## src/rtl/quick_spi_sequencer.sv

```systemverilog
// quick_spi_sequencer: queues SPI read/write commands and issues them one at
// a time to an SPI master, returning read data and flagging stalled transfers.
module quick_spi_sequencer #(
    parameter int INCOMING_DATA_WIDTH   = 8,
    parameter int OUTGOING_DATA_WIDTH   = 16,
    parameter int NUMBER_OF_SLAVES      = 2,
    parameter int CMD_FIFO_DEPTH        = 4,
    parameter int INTER_TRANSACTION_GAP = 2,
    parameter int TIMEOUT_CYCLES        = 1024
) (
    input  logic                           clk,
    input  logic                           reset,

    input  logic                           cmd_valid,
    output logic                           cmd_ready,
    input  logic                           cmd_operation,
    input  logic [NUMBER_OF_SLAVES-1:0]    cmd_slave,
    input  logic [OUTGOING_DATA_WIDTH-1:0] cmd_data,

    output logic                           rsp_valid,
    input  logic                           rsp_ready,
    output logic [INCOMING_DATA_WIDTH-1:0] rsp_data,
    output logic [NUMBER_OF_SLAVES-1:0]    rsp_slave,

    output logic                           spi_enable,
    output logic                           spi_start_transaction,
    output logic                           spi_operation,
    output logic [NUMBER_OF_SLAVES-1:0]    spi_slave,
    output logic [OUTGOING_DATA_WIDTH-1:0] spi_outgoing_data,
    input  logic                           spi_end_of_transaction,
    input  logic [INCOMING_DATA_WIDTH-1:0] spi_incoming_data,

    output logic                           busy,
    output logic                           timeout_error,
    input  logic                           error_clear
);

    localparam int PTR_W = $clog2(CMD_FIFO_DEPTH);
    localparam int CNT_W = PTR_W + 1;
    localparam int TMR_W = $clog2(TIMEOUT_CYCLES + 1);
    localparam int GAP_W = $clog2(INTER_TRANSACTION_GAP + 1);
    localparam int CMD_W = 1 + NUMBER_OF_SLAVES + OUTGOING_DATA_WIDTH;

    localparam logic [CNT_W-1:0] FULL_COUNT = CNT_W'(CMD_FIFO_DEPTH);
    localparam logic [TMR_W-1:0] TMR_LAST   = TMR_W'(TIMEOUT_CYCLES - 1);
    localparam logic [GAP_W-1:0] GAP_LAST   = GAP_W'(INTER_TRANSACTION_GAP - 1);

    typedef enum logic [1:0] {
        IDLE,
        WAIT_EOT,
        RESPOND,
        GAP
    } state_t;

    state_t state;
    state_t state_d;

    logic [CMD_W-1:0]               fifo_mem [CMD_FIFO_DEPTH];
    logic [PTR_W-1:0]               wr_ptr;
    logic [PTR_W-1:0]               rd_ptr;
    logic [CNT_W-1:0]               fifo_count;
    logic                           fifo_full;
    logic                           fifo_empty;
    logic                           push;
    logic                           pop;

    logic [CMD_W-1:0]               head;
    logic                           head_operation;
    logic [NUMBER_OF_SLAVES-1:0]    head_slave;
    logic [OUTGOING_DATA_WIDTH-1:0] head_data;

    logic [TMR_W-1:0]               timer;
    logic [GAP_W-1:0]               gap_count;

    logic [INCOMING_DATA_WIDTH-1:0] cap_data;
    logic [NUMBER_OF_SLAVES-1:0]    cap_slave;

    logic                           capture;
    logic                           load_rsp;
    logic                           timeout_hit;

    assign fifo_full  = (fifo_count == FULL_COUNT);
    assign fifo_empty = (fifo_count == '0);
    assign cmd_ready  = !fifo_full;
    assign push       = cmd_valid && cmd_ready;
    assign busy       = (state != IDLE) || !fifo_empty;

    assign head = fifo_mem[rd_ptr];
    assign {head_operation, head_slave, head_data} = head;

    // Command FIFO pointers and occupancy; a push and a pop may share a cycle.
    always_ff @(posedge clk or posedge reset) begin
        if (reset) begin
            wr_ptr     <= '0;
            rd_ptr     <= '0;
            fifo_count <= '0;
        end else begin
            if (push) begin
                wr_ptr <= wr_ptr + 1'b1;
            end
            if (pop) begin
                rd_ptr <= rd_ptr + 1'b1;
            end
            case ({push, pop})
                2'b10:   fifo_count <= fifo_count + 1'b1;
                2'b01:   fifo_count <= fifo_count - 1'b1;
                default: fifo_count <= fifo_count;
            endcase
        end
    end

    // Command storage; entries are only read after they have been written.
    always_ff @(posedge clk) begin
        if (push) begin
            fifo_mem[wr_ptr] <= {cmd_operation, cmd_slave, cmd_data};
        end
    end

    // Sequencer state register.
    always_ff @(posedge clk or posedge reset) begin
        if (reset) begin
            state <= IDLE;
        end else begin
            state <= state_d;
        end
    end

    // Next state and per-cycle strobes; end of transaction beats timeout.
    always_comb begin
        state_d     = state;
        pop         = 1'b0;
        capture     = 1'b0;
        load_rsp    = 1'b0;
        timeout_hit = 1'b0;
        case (state)
            IDLE: begin
                if (!fifo_empty) begin
                    pop     = 1'b1;
                    state_d = WAIT_EOT;
                end
            end
            WAIT_EOT: begin
                if (spi_end_of_transaction) begin
                    capture = !spi_operation;
                    state_d = spi_operation ? GAP : RESPOND;
                end else if (timer == TMR_LAST) begin
                    timeout_hit = 1'b1;
                    state_d     = GAP;
                end
            end
            RESPOND: begin
                if (!rsp_valid || rsp_ready) begin
                    load_rsp = 1'b1;
                    state_d  = GAP;
                end
            end
            GAP: begin
                if (gap_count == GAP_LAST) begin
                    state_d = IDLE;
                end
            end
            default: begin
                state_d = IDLE;
            end
        endcase
    end

    // Timeout counter restarts with each issue; gap counter runs only in GAP.
    always_ff @(posedge clk or posedge reset) begin
        if (reset) begin
            timer     <= '0;
            gap_count <= '0;
        end else begin
            if (pop) begin
                timer <= '0;
            end else if (state == WAIT_EOT) begin
                timer <= timer + 1'b1;
            end
            if (state != GAP) begin
                gap_count <= '0;
            end else begin
                gap_count <= gap_count + 1'b1;
            end
        end
    end

    // Drive the SPI master; the command fields hold until the next issue.
    always_ff @(posedge clk or posedge reset) begin
        if (reset) begin
            spi_enable            <= 1'b0;
            spi_start_transaction <= 1'b0;
            spi_operation         <= 1'b0;
            spi_slave             <= '0;
            spi_outgoing_data     <= '0;
        end else begin
            spi_enable            <= 1'b1;
            spi_start_transaction <= pop;
            if (pop) begin
                spi_operation     <= head_operation;
                spi_slave         <= head_slave;
                spi_outgoing_data <= head_data;
            end
        end
    end

    // Hold read data from the end-of-transaction cycle until it can be sent.
    always_ff @(posedge clk or posedge reset) begin
        if (reset) begin
            cap_data  <= '0;
            cap_slave <= '0;
        end else if (capture) begin
            cap_data  <= spi_incoming_data;
            cap_slave <= spi_slave;
        end
    end

    // Response register; a fresh load on a handshake keeps rsp_valid high.
    always_ff @(posedge clk or posedge reset) begin
        if (reset) begin
            rsp_valid <= 1'b0;
            rsp_data  <= '0;
            rsp_slave <= '0;
        end else if (load_rsp) begin
            rsp_valid <= 1'b1;
            rsp_data  <= cap_data;
            rsp_slave <= cap_slave;
        end else if (rsp_ready) begin
            rsp_valid <= 1'b0;
        end
    end

    // Sticky timeout flag; a new timeout overrides a same-cycle clear.
    always_ff @(posedge clk or posedge reset) begin
        if (reset) begin
            timeout_error <= 1'b0;
        end else if (timeout_hit) begin
            timeout_error <= 1'b1;
        end else if (error_clear) begin
            timeout_error <= 1'b0;
        end
    end

endmodule
```

## config.mk

```make
export PLATFORM = sky130hd
export DESIGN_NAME = quick_spi_sequencer
export DESIGN_NICKNAME = d
export VERILOG_FILES = /design/src/rtl/quick_spi_sequencer.sv
export SDC_FILE = /design/constraint.sdc
export NUM_CORES = 1
export LEC_CHECK = 0
export CAP_MARGIN = 10
export CORE_ASPECT_RATIO = 0.7
export CORE_MARGIN = 4
export CORE_UTILIZATION = 55
export DETAILED_ROUTE_END_ITERATION = 16
export PLACE_DENSITY = 0.79
export SYNTH_ARGS = -nofsm -noshare
export SYNTH_HDL_FRONTEND = slang
export SYNTH_SLANG_ARGS = --single-unit
```

## constraint.sdc

```tcl
create_clock -name clk -period 2.8 [get_ports clk]
set_input_delay 0.56 -clock clk [delete_from_list [all_inputs] [get_ports clk]]
set_output_delay 0.56 -clock clk [all_outputs]
set_load 0.02 [all_outputs]
```

# After elaboration in Yosys (flattened, before gate mapping)
# Memories as Yosys holds them, arrays and structs flattened. A register that Yosys moved wholly into a read port is not among the register bits.
# Index checks and enable logic that the tools add are counted.
[totals]
mem_bits_rw = 76
regBits = 46
memories = 1
in_bits = 33
[memory_table]
columns = ["name", "words", "word_bits", "read_ports", "rd_ports_with_merged_regs", "wr", "line", "text"]
rows = [
  ["fifo_mem", 4, 19, 1, 1, 1, "58", "logic [CMD_W-1:0] fifo_mem [CMD_FIFO_DEPTH];"],
]
[classes]
add_sub_neg = 6
eq_ne = 13
n_reduce_logical = 15
mux = 26
[ops]
columns = ["operator", "count"]
rows = [
  ["$mux W11", 2],
  ["$mux W1", 16],
  ["$mux W2", 6],
  ["$add A11 B1 Y11 const B", 1],
  ["$eq A11 B10 Y1 const B", 1],
  ["$reduce_bool A2 Y1", 5],
  ["$ne A2 B2 Y1 const B", 4],
  ["$pmux W2 S4", 1],
  ["$add A2 B1 Y2 const B", 3],
  ["$eq A2 B1 Y1 const B", 3],
  ["$eq A2 B2 Y1 const B", 3],
  ["$pmux W3 S2", 1],
  ["$logic_not A1 Y1", 4],
  ["$reduce_and A4 Y1", 1],
  ["$add A3 B1 Y3 const B", 1],
  ["$eq A3 B3 Y1 const B", 1],
  ["$logic_not A3 Y1", 1],
  ["$ne A3 B3 Y1 const B", 1],
  ["$sub A3 B1 Y3 const B", 1],
  ["$logic_not A2 Y1", 1],
  ["$logic_or A1 B1 Y1", 2],
  ["$logic_and A1 B1 Y1", 1],
]

# Logic depth before layout (Yosys ltp)
# Gate-level depths: netlist of run 1.
[depth]
depth_word = 5
ltp_mapped = 11

# Worst setup path before layout of run 1
# Ideal clock, no wire load.
[synth_path]
path_type = "register -> register"
from = "register state[0]"
to = "register fifo_count[2]"
t_arrival_ns = 2.186
path_stages_with_launch = 12
n_path_buf = 1
setup_slack_ns = 0.535
synth_period_minus_slack_ns = 2.265
setup_time_ns = 0.079
cell_sequence = "dfrtp_1 -> inv_1 -> ha_1 -> nand2b_1 -> inv_1 -> clkbuf_1 -> ha_1 -> inv_1 -> fa_1 -> xor2_1 -> nor2_1 -> xor2_1"
[synth_between]
elab_chain_len = 4
elab_cells_between_ends = 6
cone_classes = "eq/ne: 2; mux: 2; reduce/logical: 2"
[synth_lines]
columns = ["item", "line", "text"]
rows = [
  ["start: declaration", "55", "state_t state;"],
  ["start signal: assignment", "124", "state <= state_d;"],
  ["$logic_not A2 Y1 (*)", "135", "case (state)"],
  ["$mux W1 (*)", "135", ""],
  ["net pop", "65", "logic pop;"],
  ["$eq A2 B1 Y1 or $eq A2 B2 Y1 (tied branches)", "104", "case ({push, pop})"],
  ["$pmux W3 S2 or $reduce_bool A2 Y1 (tied branches)", "-", ""],
  ["end signal: assignment", "105", "2'b10: fifo_count <= fifo_count + 1'b1;"],
  ["end signal: assignment", "106", "2'b01: fifo_count <= fifo_count - 1'b1;"],
  ["end signal: assignment", "107", "default: fifo_count <= fifo_count;"],
  ["end: declaration", "61", "logic [CNT_W-1:0] fifo_count;"],
]
# The timed path passes the listed nets; every way through them passes the cells marked *.
# A chain may end at the register's enable or synchronous reset.

# Worst setup path after layout of run 1
[layout_path]
from = "register state[1]"
to = "output busy"
[layout_between]
elab_chain_len = 2
[layout_lines]
columns = ["item", "line", "text"]
rows = [
  ["$reduce_bool A2 Y1", "86", "assign busy = (state != IDLE) || !fifo_empty;"],
  ["$logic_or A1 B1 Y1", "86", ""],
  ["end: declaration", "33", "output logic busy,"],
]
# Every way passes these cells.

==> impl_metrics.csv, run 1 <==
group,metric,value,unit
synth,avgSynthCellArea,15.8,um2
synth,yosys_most_used_dff,"edfxtp_1",
synth,synthArstFlopShare,0.461,
sta,slew_headroom,0.607,
synth,syn-num-nets,399,
layout,drive_gt1_frac,0.195,
place,gp_congestion,0.725,
floorplanning,rows,30,
sta,fmax,0.419,GHz
clock_tree,cts_made_buffers,17,
critical_path,endpoint_kind,"primary output",
clock_tree,clk_pin_slew_worst_paths,0.06,ns
layout,syn2layout_area_growth,25.9,%
floorplanning,die_area,11800,um2
layout,finalCoreUtilization,0.716,
min_path,hold_class,"in -> async",
sta,whs,0.374,ns
layout,final_cell_mix,"edfxtp_1 (76), clkdlybuf4s50_1 (67), nand2_1 (65), dfrtp_1 (65), mux2_2 (21)",
sta,finalSetupViolations,0,
drt,drt_iter0_markers,183,
synth,synthesis.instances,353,
sta,worstMarginPinSlew,0.588,ns
drt,viasPerCell,5.40,
layout,mostFrequentLayoutCell,"edfxtp_1",
sta,finalHoldViolCount,0,
drt,avgRoutedWirePerCell,18.2,um
clock_tree,h-tree-depth,4,
clock_tree,clock_latency,0.42,ns
synth,syn_area,5570,um2
sta,period_minus_slack,2.38,ns
sta,finalClockSkew,0.00922,ns
power_and_ir_drop,peakVddDrop,0.000698,V
place,placed_cell_area,6440,um2
clock_tree,post_cts_resize_count,0,
clock_tree,cts-root-buf,"clkbuf_16",
critical_path,cp_data_required_time,2.24,ns
critical_path,path_class,"reg -> out",
sta,timing.final.crit_share,0.852,
clock_tree,clockBufferDepth,2,
run_status,status,"finished, final reports clean",
clock_tree,post_cts_buffers,0,
floorplanning,start_util,0.569,
layout,diodes,0,
run,cap_violations,0,
clock_tree,cts_hold_buf,0,
critical_path,worstPathArrival,1.82,ns
global_route,grt_max_degree,58,
synth,ys_types,39,
floorplanning,core_area,9800,um2
sta,worst_slack,0.415,ns
floorplanning,ios,68,
clock_tree,clock_sinks,141,
layout,final_area,7020,um2
critical_path,cp_max_fo,4,
drt,antenna_left,0,
critical_path,critPathLaunchType,"flop",
drt,drt_wl_total,10500,um
drt,firstDrtPassIters,4,
floorplanning,die_y,92.2,um
sta,final_max_slew_viol_count,0,
power_and_ir_drop,p_leak,2.84,nW
place,numPortBuffers,67,
drt,route.vias.total,3126,
sta,setup_tns,0,ns
synth,yosysWarningCount,0,
place,dp_hpwl,6660,um
global_route,grt_pass1_vias,3262,
synth,seq_area_frac_synth,0.701,
layout,nets,484,
global_route,antenna_found_initial,0,
floorplanning,dieWidth,128,um
clock_tree,tritoncts,"done",
global_route,grtUsageTotal,0.196,
power_and_ir_drop,power_density,1130,nW/um2
layout,n_fill_cell,618,
global_route,grt_pass1_wl,17200,um
global_route,grt-ovfl-total,0,
sta,rsz0062_at_grt,"no",
synth,ys_seq_elements,141,
drt,drc_errors,0,
place,place_worst_setup_slack,0.391,ns
synth,synth_edf_count,76,
[state kept, by name, summed over array words and instances (netlist names), 3 cells and up]
signal             cells
cap_data               8
fifo_count             3
spi_outgoing_data     16
rsp_data               8
fifo_mem              76
timer                 11
[worst max-delay path, cell delays in order, from the launching register on]
cell	delay, ns
dfrtp_1	0.40
inv_1	0.11
ha_1	0.22
nand2_1	0.06
clkdlybuf4s50_1	0.60
[synthesized netlist by cell type, drive strengths merged (2+ instances only)]
master	number	share of area
clkbuf	7	0.0065
nor3	2	0.0018
xor2	5	0.0079
mux4	19	0.077
inv	17	0.011
a21oi	4	0.0036
buf	4	0.0036
dfrtp	65	0.29
o21ai	4	0.0036
xnor2	9	0.014
nand4	4	0.0072
ha	12	0.027
nand2	65	0.044
nor2	11	0.0074
nor2b	2	0.0022
edfxtp	76	0.41
and3	5	0.0056
mux2	21	0.042
nand2b	3	0.0034
or3	2	0.0025
[report_power, final]
| group | internal [W] | switching (W) | total (W) |
|---|---|---|---|
| Clock | 0.00125 | 0.000928 | 0.00218 |
| Combinational | 0.00126 | 0.00138 | 0.00264 |
| Sequential | 0.00284 | 0.000298 | 0.00314 |
| Total | 0.00534 | 0.00261 | 0.00795 |
[final timing paths]
| check | from | end | slack (ns) | depth (start not counted) |
|---|---|---|---|---|
| max | state[1] | busy | 0.42 | 4 |
| min | reset | spi_outgoing_data[4] | 0.37 | 2 |
| max reg2reg | fifo_count[0] | fifo_count[2] | 0.70 | 10 |
| min reg2reg | gap_count[0] | gap_count[0] | 0.45 | 1 |
| max in group asynchronous | reset | spi_outgoing_data[12] | 1.87 | 3 |
| min in group clk | gap_count[0] | gap_count[0] | 0.45 | 1 |
[layout make-up]
type / count / area, um2 / share of cell area
clock buffer: 19 / 464 / 0.0662
clock inverter: 13 / 116 / 0.0166
timing repair buffer: 77 / 758 / 0.108
inverter: 17 / 63.8 / 0.00909
tap: 128 / 160 / 0.0228
sequential: 141 / 3910 / 0.557
multi-input combinational: 184 / 1550 / 0.220
[logic make-up (layout without fill, tap and decap cells)]
group                    Yosys count  in the layout  share of synthesized area
adder cells (fa/ha/maj)           13             13                     0.0305
AO/OA/AOI/OAI                     13             13                     0.0182
multiplexers                      41             41                      0.121
buffers and inverters             28            126                     0.0215
other                              1              1                   0.000673
AND/OR/NAND/NOR                  102            102                     0.0849
flip-flops                       141            141                      0.701
XOR/XNOR                          14             14                     0.0220
[per-stage QoR]
step | std cells | total power [W]
after floorplan | 353 | 0.00484
after detailed placement | 547 | 0.00584
after global routing | 579 | 0.00841
after global placement | 547 | 0.00570
final | 579 | 0.00795
after CTS | 579 | 0.00805
[per-layer routing]
layer | wire [um] | GRT usage
met4 | 155 | 0.0795
met5 | 0 | 0
met3 | 544 | 0.0570
met1 | 4630 | 0.262
met2 | 5200 | 0.305
(Power assumes the default switching activity.)
==> run 2: changes to the inputs <==
--- a/config.mk
+++ b/config.mk
@@ -10,6 +10,7 @@
 export CORE_MARGIN = 4
 export CORE_UTILIZATION = 55
 export DETAILED_ROUTE_END_ITERATION = 16
+export GPL_ROUTABILITY_DRIVEN = 1
 export PLACE_DENSITY = 0.79
 export SYNTH_ARGS = -nofsm -noshare
 export SYNTH_HDL_FRONTEND = slang
==> results of run 2 <==
Final layout, timing and power as in run 1 (identical DEF).
